--- src/rtl/cordic_pkg.sv ---
// cordic_pkg: shared encodings and result range reduction for cordic_linear_unit.
// Define CORDIC_SAT_EN to clamp out-of-range results; otherwise they wrap.
package cordic_pkg;
    localparam logic MODE_MUL = 1'b0;
    localparam logic MODE_DIV = 1'b1;

    typedef enum logic [1:0] {IDLE, ITER, DONE, HOLD} state_t;

    function automatic logic signed [63:0] sat_trunc(input logic signed [63:0] raw, input int wl,
                                                      output logic ovf);
        logic signed [63:0] hi, lo;
        hi = (64'sd1 <<< (wl - 1)) - 64'sd1;
        lo = -(64'sd1 <<< (wl - 1));
        ovf = (raw > hi) || (raw < lo);
`ifdef CORDIC_SAT_EN
        return (raw > hi) ? hi : (raw < lo) ? lo : raw;
`else
        return raw;
`endif
    endfunction
endpackage

--- src/rtl/cordic_linear_step.sv ---
// cordic_linear_step: one combinational linear-mode CORDIC iteration.
module cordic_linear_step
    import cordic_pkg::*;
#(
    parameter int WL    = 16,
    parameter int FL    = 14,
    parameter int GUARD = 4,
    parameter int IW    = 5
) (
    input  logic signed [WL+GUARD+1:0] x,
    input  logic signed [WL+GUARD+1:0] y,
    input  logic signed [WL:0]         z,
    input  logic        [IW-1:0]       i,
    input  logic                       mode,
    output logic signed [WL+GUARD+1:0] x_n,
    output logic signed [WL+GUARD+1:0] y_n,
    output logic signed [WL:0]         z_n
);
    localparam int XW = WL + 2 + GUARD;
    localparam int ZW = WL + 1;
    localparam logic signed [ZW-1:0] ONE = ZW'(1 << FL);

    logic d, y_add;

    // y accumulates on +d when multiplying, on -d when dividing; z always moves the other way
    always_comb begin
        d = (mode == MODE_MUL) ? !z[ZW-1] : (y[XW-1] == x[XW-1]);
        y_add = (mode == MODE_MUL) == d;
        x_n = x;
        y_n = y_add ? y + (x >>> i) : y - (x >>> i);
        z_n = y_add ? z - (ONE >>> i) : z + (ONE >>> i);
    end
endmodule

--- src/rtl/cordic_linear_unit.sv ---
// cordic_linear_unit: iterative linear CORDIC multiply/divide engine with valid/ready handshakes.
// CORDIC_SAT_EN selects saturation of out-of-range results instead of wrap; ovf flags both.
module cordic_linear_unit
    import cordic_pkg::*;
#(
    parameter int WL     = 16,
    parameter int FL     = 14,
    parameter int N_ITER = 15,
    parameter int GUARD  = 4
) (
    input  logic                 clk,
    input  logic                 rst_n,
    input  logic                 in_valid,
    output logic                 in_ready,
    input  logic                 mode,
    input  logic signed [WL-1:0] in1,
    input  logic signed [WL-1:0] in2,
    output logic                 out_valid,
    input  logic                 out_ready,
    output logic signed [WL-1:0] out,
    output logic                 ovf,
    output logic                 div_zero
);
    localparam int XW = WL + 2 + GUARD;
    localparam int ZW = WL + 1;
    localparam int IW = $clog2(N_ITER) + 1;
    localparam logic signed [WL-1:0] MAXV = {1'b0, {(WL-1){1'b1}}};

    state_t state_q, state_d;
    logic [IW-1:0] i_q, i_d;
    logic mode_q, mode_d, dz_q, dz_d, out_valid_q, out_valid_d;
    logic ovf_q, ovf_d, div_zero_q, div_zero_d, sat_ovf;
    logic signed [XW-1:0] x_q, x_d, y_q, y_d, x_n, y_n, a_ext, b_ext;
    logic signed [ZW-1:0] z_q, z_d, z_n;
    logic signed [WL-1:0] out_q, out_d, sat_val;
    logic signed [63:0] raw;

    cordic_linear_step #(.WL(WL), .FL(FL), .GUARD(GUARD), .IW(IW)) u_step (
        .x(x_q), .y(y_q), .z(z_q), .i(i_q), .mode(mode_q),
        .x_n(x_n), .y_n(y_n), .z_n(z_n)
    );

    assign a_ext = XW'(in1) <<< GUARD;
    assign b_ext = XW'(in2) <<< GUARD;

    always_comb begin
        state_d = state_q;
        i_d = i_q;
        mode_d = mode_q;
        dz_d = dz_q;
        x_d = x_q;
        y_d = y_q;
        z_d = z_q;
        out_d = out_q;
        ovf_d = ovf_q;
        div_zero_d = div_zero_q;
        out_valid_d = out_valid_q;
        sat_ovf = 1'b0;
        raw = (mode_q == MODE_MUL) ? (64'(y_q) + (64'sd1 <<< (GUARD - 1))) >>> GUARD : 64'(z_q);
        sat_val = WL'(sat_trunc(raw, WL, sat_ovf));
        unique case (state_q)
            IDLE: if (in_valid) begin
                mode_d = mode;
                dz_d = (mode == MODE_DIV) && (in2 == '0);
                x_d = (mode == MODE_DIV) ? b_ext : a_ext;
                y_d = (mode == MODE_DIV) ? a_ext : '0;
                z_d = (mode == MODE_DIV) ? '0 : ZW'(in2);
                i_d = '0;
                state_d = ITER;
            end
            ITER: begin
                x_d = x_n;
                y_d = y_n;
                z_d = z_n;
                i_d = i_q + IW'(1);
                state_d = (i_q == IW'(N_ITER - 1)) ? DONE : ITER;
            end
            // a zero divisor leaves y untouched, so its sign is still the dividend's
            DONE: begin
                out_d = dz_q ? (y_q[XW-1] ? -MAXV : MAXV) : sat_val;
                ovf_d = !dz_q && sat_ovf;
                div_zero_d = dz_q;
                state_d = HOLD;
            end
            HOLD: begin
                out_valid_d = !(out_valid_q && out_ready);
                state_d = (out_valid_q && out_ready) ? IDLE : HOLD;
            end
            default: state_d = IDLE;
        endcase
    end

    always_ff @(posedge clk or negedge rst_n) begin
        if (!rst_n) begin
            state_q <= IDLE;
            i_q <= '0;
            mode_q <= MODE_MUL;
            dz_q <= 1'b0;
            x_q <= '0;
            y_q <= '0;
            z_q <= '0;
            out_q <= '0;
            ovf_q <= 1'b0;
            div_zero_q <= 1'b0;
            out_valid_q <= 1'b0;
        end else begin
            state_q <= state_d;
            i_q <= i_d;
            mode_q <= mode_d;
            dz_q <= dz_d;
            x_q <= x_d;
            y_q <= y_d;
            z_q <= z_d;
            out_q <= out_d;
            ovf_q <= ovf_d;
            div_zero_q <= div_zero_d;
            out_valid_q <= out_valid_d;
        end
    end

    assign in_ready = (state_q == IDLE);
    assign out_valid = out_valid_q;
    assign out = out_q;
    assign ovf = ovf_q;
    assign div_zero = div_zero_q;
endmodule

--- config.mk ---
export PLATFORM = sky130hd
export DESIGN_NAME = cordic_linear_unit
export DESIGN_NICKNAME = d
export VERILOG_FILES = /design/src/rtl/cordic_pkg.sv /design/src/rtl/cordic_linear_step.sv /design/src/rtl/cordic_linear_unit.sv
export SDC_FILE = /design/constraint.sdc
export NUM_CORES = 1
export LEC_CHECK = 0
export ABC_AREA = 1
export CAP_MARGIN = 20
export CORE_UTILIZATION = 60
export DETAILED_ROUTE_END_ITERATION = 16
export PLACE_DENSITY = 0.81
export SLEW_MARGIN = 20
export SYNTH_ARGS = -nofsm -noshare
export SYNTH_HDL_FRONTEND = slang
export SYNTH_SLANG_ARGS = --single-unit
export TNS_END_PERCENT = 20
--- constraint.sdc ---
create_clock -name clk -period 5.9 [get_ports clk]
set_input_delay 1.18 -clock clk [delete_from_list [all_inputs] [get_ports clk]]
set_output_delay 1.18 -clock clk [all_outputs]
set_load 0.05 [all_outputs]
==> summary.md, run 1 <==
| Metric | Value |
|---|---|
| Outcome | finished, final reports clean |
| Avg Synthesized Cell Area | 6.63 µm² |
| Kind of launch point of the worst setup path | register |
| Clock-pin slew of the registers on the worst-case setup and hold paths | 0.07 ns |
| Critical path arrival | 5.17 ns |
| Antenna-violating nets left | 0 |
| Most instantiated flip-flop cell in the synthesis netlist | sky130_fd_sc_hd__dfrtp_1 |
| Later-pin clock latency in the skew report | 0.36 ns |
| Fraction of the cycle the final worst path needs | 84.1% |
| Mean routed wirelength per cell | 18.7 µm |
| Std-Cell Core Area | 12800 µm² |
| Setup repair after global routing missed its margin | false |
| Commonest cells after routing, fill and taps aside | sky130_fd_sc_hd__nand2_1, sky130_fd_sc_hd__inv_1, sky130_fd_sc_hd__nor2_1 |
| Number of flops mapped to enable cells by yosys | 0 |
| CP max FO | 23 |
| Largest net degree at the start of global routing | 76 |
| Count of input and output buffers | 56 |
| Setup-failing EPs final | 0 |
| Count of standard-cell rows | 41 |
| Class of the tightest hold or removal check | register to register |
| Depth of the CTS H-tree | 3 |
| # diodes | 0 |
| Commonest non-fill, non-tap cell in the layout | sky130_fd_sc_hd__nand2_1 |
| Most frequent CP cell | sky130_fd_sc_hd__nand2_1 |
| Detailed-placement wirelength estimate | 20100 µm |
| Ys Warns | 0 |
| Time the final worst path needs with I/O delays and setup | 4.96 ns |
| Post-CTS sizing | 0 |
| Worst Setup End Kind | register |
| Horizontal die dimension | 118 µm |
| Clock tree root driver cell | sky130_fd_sc_hd__clkbuf_16 |
| Worst Path Required | 6.10 ns |
| Vertical die dimension | 118 µm |
| Placer Congestion | 0.996 |
| Max cap viols | 0 |
| Final clock skew | 0.0149 ns |
| Detailed-router iteration count before antenna repair | 8 |
| Total number of vias | 8794 |
| Total Nets Final | 1329 |
| Category of the most critical setup path | register to register |
| Number of distinct library cells after synthesis | 56 |
| DIE AREA | 13900 µm² |
| Post-route setup TNS | 0 ns |
| Crit path max-delay family | simple AND/OR/NAND/NOR gates |
| Via-per-instance ratio | 6.20 |
| Gr ovfl total | 0 |
| Sequential Area | 2080 µm² |
| Clock Tree Buf Depth | 2 |
| Share of flip-flops with an asynchronous set or reset after synthesis | 100% |
| Synthesized netlist net count | 1299 |
| Synth Cell Area | 8030 µm² |
| Critical path buffers and inverters | 2 |
| Share of cells above drive strength 1 | 5.94% |
| Synthesis-stage register bit count | 83 |
| IO Pins | 57 |
| Worst-Margin Slew | 1.05 ns |
| Cell with the largest stage delay on the worst path | sky130_fd_sc_hd__dfrtp_1 |
| Fmax | 0.201 GHz |
| Area of combinational cells with multiple inputs | 5220 µm² |
| Sequential cell area fraction in the yosys report | 25.9% |
| Number of inserted filler cells in the final layout | 1140 |
| TritonCTS sink count | 83 |
| Total Wirelength | 26500 µm |
| Number of global-route vias before repair | 8059 |
| Count of pins over their slew limit | 0 |
| Area growth from synthesis to final layout | 11.4% |
| Post-synthesis cell count | 1211 |
| Number of DRC markers in iteration 0 | 1100 |
| Final number of hold-violating endpoints | 0 |
| Initial Utilization | 62.6% |
| Post-cts hold buffer count | 0 |
| Max_slew headroom | 29.9% |
| Buffers inserted by post-CTS timing repair | 0 |
| Initial antenna violation count | 0 |
| Largest incremental delay on the critical path | 0.82 ns |
| Overall Global Routing Usage | 38.6% |
| Global-route wire length before repair | 42000 µm |
| Drc violations | 0 |
| TritonCTS buffer count | 9 |
| Clock tree from TritonCTS | yes |
## area by class of cell
class	instances	area share, %
well taps	172	2.40
flip-flops and latches	83	23.2
clock buffers	9	2.52
clock inverters	7	0.671
inverters	138	5.84
repair buffers	65	6.99
multi-input cells	944	58.4
## layer usage
layer | up-vias | track usage, % | share of wire, %
met4 | 0 | 15.7 | 3.5
met3 | 73 | 6.35 | 10
met5 | - | 0 | 0
met1 | 4048 | 54.2 | 43
met2 | 524 | 58.7 | 44
li1 | 4149 | - | -
## sequential cells by signal (all words and copies together) (netlist names)
name       cells
state_q        2
z_q           17
y_q           22
mode_q         1
out           16
x_q           16
out_valid      1
dz_q           1
i_q            5
ovf            1
div_zero       1
## cell usage after synthesis, types with 4 or more instances
cell type | instances | area share (%)
sky130_fd_sc_hd__a31oi_1 | 33 | 2.6
sky130_fd_sc_hd__xnor2_1 | 12 | 1.3
sky130_fd_sc_hd__o31ai_1 | 4 | 0.37
sky130_fd_sc_hd__a2bb2oi_1 | 11 | 1.2
sky130_fd_sc_hd__nand2_2 | 4 | 0.31
sky130_fd_sc_hd__o21bai_1 | 5 | 0.47
sky130_fd_sc_hd__o22ai_1 | 4 | 0.31
sky130_fd_sc_hd__buf_6 | 4 | 0.56
sky130_fd_sc_hd__o211ai_1 | 16 | 1.5
sky130_fd_sc_hd__nand2_1 | 282 | 13
sky130_fd_sc_hd__xor2_1 | 36 | 3.9
sky130_fd_sc_hd__a22oi_1 | 16 | 1.5
sky130_fd_sc_hd__inv_2 | 7 | 0.33
sky130_fd_sc_hd__o21ai_1 | 4 | 0.25
sky130_fd_sc_hd__clkbuf_1 | 26 | 1.2
sky130_fd_sc_hd__dfrtp_1 | 83 | 26
sky130_fd_sc_hd__o21ai_0 | 65 | 4.0
sky130_fd_sc_hd__ha_1 | 49 | 7.6
sky130_fd_sc_hd__nor2_2 | 13 | 1.0
sky130_fd_sc_hd__nand3_1 | 98 | 6.1
sky130_fd_sc_hd__inv_1 | 128 | 6.0
sky130_fd_sc_hd__nor3_1 | 15 | 0.93
sky130_fd_sc_hd__nor4_1 | 5 | 0.39
sky130_fd_sc_hd__buf_1 | 4 | 0.19
sky130_fd_sc_hd__nand4_1 | 12 | 0.93
sky130_fd_sc_hd__buf_2 | 9 | 0.56
sky130_fd_sc_hd__nor2_1 | 112 | 5.2
sky130_fd_sc_hd__a21oi_1 | 108 | 6.7
## kinds of logic after synthesis
group                    after synthesis  share of synthesized area [%]
AND/OR/NAND/NOR                      559                           30.4
adder cells (fa/ha/maj)               51                           8.13
flip-flops                            83                           25.9
XOR/XNOR                              48                           5.23
buffers and inverters                184                           9.31
AO/OA/AOI/OAI                        286                           21.1
## metrics by stage
stage                     instances  util (%)  setup slack (ns)  hold WS, ns  cell area [µm²]
final                          1418      69.8             0.937        0.489             8950
after global routing           1418      69.8             0.505        0.545             8950
after CTS                      1418      69.7              1.12        0.493             8940
after detailed placement       1402      67.5              1.17        0.470             8660
after global placement         1402      67.5              1.24        0.475             8660
after floorplan                1211         -              2.37        0.459             8030
## path summary, 6_finish.rpt
check	from	end	slack, ns	depth (start not counted)
max in group asynchronous	rst_n	x_q[9]$_DFFE_PN0P_	4.05	2
setup / recovery	i_q[0]$_DFFE_PN0P_	y_q[17]$_DFFE_PN0P_	0.94	25
min in group asynchronous	rst_n	y_q[4]$_DFFE_PN0P_	0.65	1
hold / removal	ovf$_DFFE_PN0P_	ovf$_DFFE_PN0P_	0.49	2
hold reg to reg	ovf$_DFFE_PN0P_	ovf$_DFFE_PN0P_	0.49	2
setup reg to reg	i_q[0]$_DFFE_PN0P_	y_q[17]$_DFFE_PN0P_	0.94	25
## worst register-to-register path, stage by stage, from the launching register on
cell	delay (ns)
sky130_fd_sc_hd__dfrtp_1	0.82
sky130_fd_sc_hd__inv_2	0.31
sky130_fd_sc_hd__nand2_1	0.16
sky130_fd_sc_hd__nand3_1	0.10
sky130_fd_sc_hd__nand3_1	0.13
sky130_fd_sc_hd__nand2_1	0.10
sky130_fd_sc_hd__nand2_1	0.08
sky130_fd_sc_hd__nand2_1	0.06
sky130_fd_sc_hd__a21oi_2	0.29
sky130_fd_sc_hd__ha_1	0.29
sky130_fd_sc_hd__nand3_2	0.15
sky130_fd_sc_hd__nand2_1	0.10
sky130_fd_sc_hd__xor2_1	0.20
sky130_fd_sc_hd__inv_1	0.07
sky130_fd_sc_hd__ha_1	0.35
sky130_fd_sc_hd__nand2_1	0.08
sky130_fd_sc_hd__nor3_1	0.29
sky130_fd_sc_hd__a21oi_1	0.16
sky130_fd_sc_hd__o21ai_0	0.40
sky130_fd_sc_hd__nand2_1	0.10
sky130_fd_sc_hd__o211ai_1	0.17
sky130_fd_sc_hd__nand2_1	0.09
sky130_fd_sc_hd__nand2_1	0.09
sky130_fd_sc_hd__a21oi_1	0.06
sky130_fd_sc_hd__o21ai_0	0.09
sky130_fd_sc_hd__a22oi_1	0.09
Power of run 1 is left out: the tool's default activity adds up to more than one toggle a clock period on the data nets, which glitch-free logic cannot reach.
==> run 2, diff against run 1 <==
==> constraint.sdc (replaced) <==
create_clock -name clk -period 5.1 [get_ports clk]
set_input_delay 1.02 -clock clk [delete_from_list [all_inputs] [get_ports clk]]
set_output_delay 1.02 -clock clk [all_outputs]
set_load 0.05 [all_outputs]
==> run 2 against run 1 <==
Compared with the run above: first-iteration DRC count is 7.2% higher; maximum frequency is 9.0% higher; cell count grew 0.28%; via count shrank 0.51%; cell area up 0.48%; setup slack got worse by 0.39 ns; sequential share of layout area down 0.11 points; non-clock buffer count up 4; sequential cell count did not move; hold slack improved by 0.0031 ns; clock-buffer cell count is the same; global-route usage about the same; critical path type unchanged.
==> summary.md, run 2 (synthesis results as in run 1) <==
| Metric | Value |
|---|---|
| Number of DRC markers in iteration 0 | 1179 (+7.2%) |
| Clock-pin slew of the registers on the worst-case setup and hold paths | 0.08 ns (about the same) |
| Clock Tree Buf Depth | 2 (unchanged) |
| Area growth from synthesis to final layout | 11.9% |
| Post-CTS sizing | 0 (unchanged) |
| Class of the tightest hold or removal check | register to register |
| Fmax | 0.220 GHz (+9.0%) |
| Worst Setup End Kind | register |
| Detailed-router iteration count before antenna repair | 7 (-1) |
| Horizontal die dimension | 118 µm (unchanged) |
| Register with the highest flop count | y_q |
| # diodes | 0 (unchanged) |
| Worst Path Required | 5.37 ns (-0.73 ns) |
| Commonest cells after routing, fill and taps aside | sky130_fd_sc_hd__nand2_1, sky130_fd_sc_hd__inv_1, sky130_fd_sc_hd__nor2_1 |
| TritonCTS buffer count | 9 (unchanged) |
| Time the final worst path needs with I/O delays and setup | 4.55 ns (-0.409 ns) |
| Antenna-violating nets left | 0 (unchanged) |
| Std-Cell Core Area | 12800 µm² (unchanged) |
| Count of pins over their slew limit | 0 (unchanged) |
| Registers with the most flip-flops | y_q: 22 flops, z_q: 17 flops |
| Kind of launch point of the worst setup path | register |
| Total Nets Final | 1333 (+0.30%) |
| DIE AREA | 13900 µm² (unchanged) |
| Largest net degree at the start of global routing | 49 (-36%) |
| Vertical die dimension | 118 µm (unchanged) |
| Max cap viols | 0 (unchanged) |
| Count of standard-cell rows | 41 (unchanged) |
| Via-per-instance ratio | 6.15 (-0.79%) |
| Critical path arrival | 4.83 ns (-0.34 ns) |
| Number of inserted filler cells in the final layout | 1173 (+2.9%) |
| Initial antenna violation count | 0 (unchanged) |
| Max FFs per register | 22 (unchanged) |
| Max_slew headroom | 28.2% (-1.6 points) |
| Depth of the CTS H-tree | 3 (unchanged) |
| Drc violations | 0 (unchanged) |
| IO Pins | 57 (unchanged) |
| Count of input and output buffers | 56 (unchanged) |
| Number of global-route vias before repair | 7880 (-2.2%) |
| Buffers inserted by post-CTS timing repair | 0 (unchanged) |
| Most frequent CP cell | sky130_fd_sc_hd__nand2_1 |
| Placer Congestion | 0.992 (-0.36%) |
| Clock tree from TritonCTS | yes |
| Commonest non-fill, non-tap cell in the layout | sky130_fd_sc_hd__nand2_1 |
| Later-pin clock latency in the skew report | 0.35 ns (about the same) |
| Setup repair after global routing missed its margin | false |
| Mean routed wirelength per cell | 18.6 µm (-0.55%) |
| Clock tree root driver cell | sky130_fd_sc_hd__clkbuf_16 |
| Setup-failing EPs final | 0 (unchanged) |
| Cell with the largest stage delay on the worst path | sky130_fd_sc_hd__dfrtp_1 |
| Fraction of the cycle the final worst path needs | 89.3% (+5.2 points) |
| Global-route wire length before repair | 41900 µm (-0.28%) |
| CP max FO | 21 (-8.7%) |
| TritonCTS sink count | 83 (unchanged) |
| Initial Utilization | 62.6% (unchanged) |
| Post-cts hold buffer count | 0 (unchanged) |
| Gr ovfl total | 0 (unchanged) |
| Detailed-placement wirelength estimate | 20100 µm (about the same) |
| Final number of hold-violating endpoints | 0 (unchanged) |
| Largest incremental delay on the critical path | 0.82 ns (about the same) |
| Final clock skew | 0.0101 ns (-0.00474 ns) |
| Post-route setup TNS | 0 ns (unchanged) |
| Overall Global Routing Usage | 38.6% (about the same) |
| Share of cells above drive strength 1 | 6.24% (+0.30 points) |
| Total Wirelength | 26400 µm (-0.26%) |
| Total number of vias | 8749 (-0.51%) |
| Category of the most critical setup path | register to register |
| Worst-Margin Slew | 1.08 ns (+0.0244 ns) |
| Outcome | finished, final reports clean |
[run 2: cell count changes in the layout (fill, tap and decap cells not counted)]
cell	previous run	this run
sky130_fd_sc_hd__clkinv_8	0	1
sky130_fd_sc_hd__buf_4	10	14
sky130_fd_sc_hd__clkinvlp_4	3	1
sky130_fd_sc_hd__inv_6	2	3
sky130_fd_sc_hd__clkinv_4	1	0
sky130_fd_sc_hd__inv_8	1	2
[run 2: stage by stage]
stage | cell area [µm²] | cells | hold slack (ns) | utilization (%) | setup slack, ns
after floorplan | 8030 | 1211 | 0.459 | - | 1.57
after global placement | 8690 | 1406 | 0.473 | 67.8 | 0.759
after detailed placement | 8690 | 1406 | 0.472 | 67.8 | 0.673
after CTS | 8990 | 1422 | 0.494 | 70.1 | 0.638
after global routing | 8990 | 1422 | 0.533 | 70.1 | 0.102
final | 8990 | 1422 | 0.492 | 70.1 | 0.546
[run 2: worst paths after layout]
| kind | from | to | slack [ns] | cells past startpoint |
|---|---|---|---|---|
| worst max-delay path | i_q[1]$_DFFE_PN0P_ | y_q[16]$_DFFE_PN0P_ | 0.55 | 28 |
| worst min-delay path | ovf$_DFFE_PN0P_ | ovf$_DFFE_PN0P_ | 0.49 | 2 |
| worst max register to register | i_q[1]$_DFFE_PN0P_ | y_q[16]$_DFFE_PN0P_ | 0.55 | 28 |
| worst min register to register | ovf$_DFFE_PN0P_ | ovf$_DFFE_PN0P_ | 0.49 | 2 |
| max in group asynchronous | rst_n | x_q[17]$_DFFE_PN0P_ | 3.43 | 2 |
| min in group asynchronous | rst_n | y_q[15]$_DFFE_PN0P_ | 0.66 | 1 |
[run 2: layout make-up]
| class | count | area (µm²) | area share (%) |
|---|---|---|---|
| clock buffer | 9 | 225 | 2.50 |
| inverter | 138 | 523 | 5.82 |
| sequential | 83 | 2080 | 23.1 |
| multi-input combinational | 944 | 5220 | 58.1 |
| tap | 172 | 215 | 2.39 |
| timing repair buffer | 69 | 656 | 7.29 |
| clock inverter | 7 | 72.6 | 0.807 |
[run 2: worst max-delay path, delay by kind of cell (launching register included)]
kind	cells	cell delay, ns
buf+inv	3	0.37
fa+ha+maj	2	0.56
compound gates	4	0.68
flops	1	0.82
xor+xnor	2	0.32
simple gates	17	1.69
[run 2: per-layer routing]
layer,track usage (%),part of all wire (%),up-vias
met5,0,0,-
met4,12.3,3.4,0
met3,9.21,11,76
met2,58.1,43,554
met1,54.1,42,3966
li1,-,-,4153
Power of run 2 is left out for the same reason.
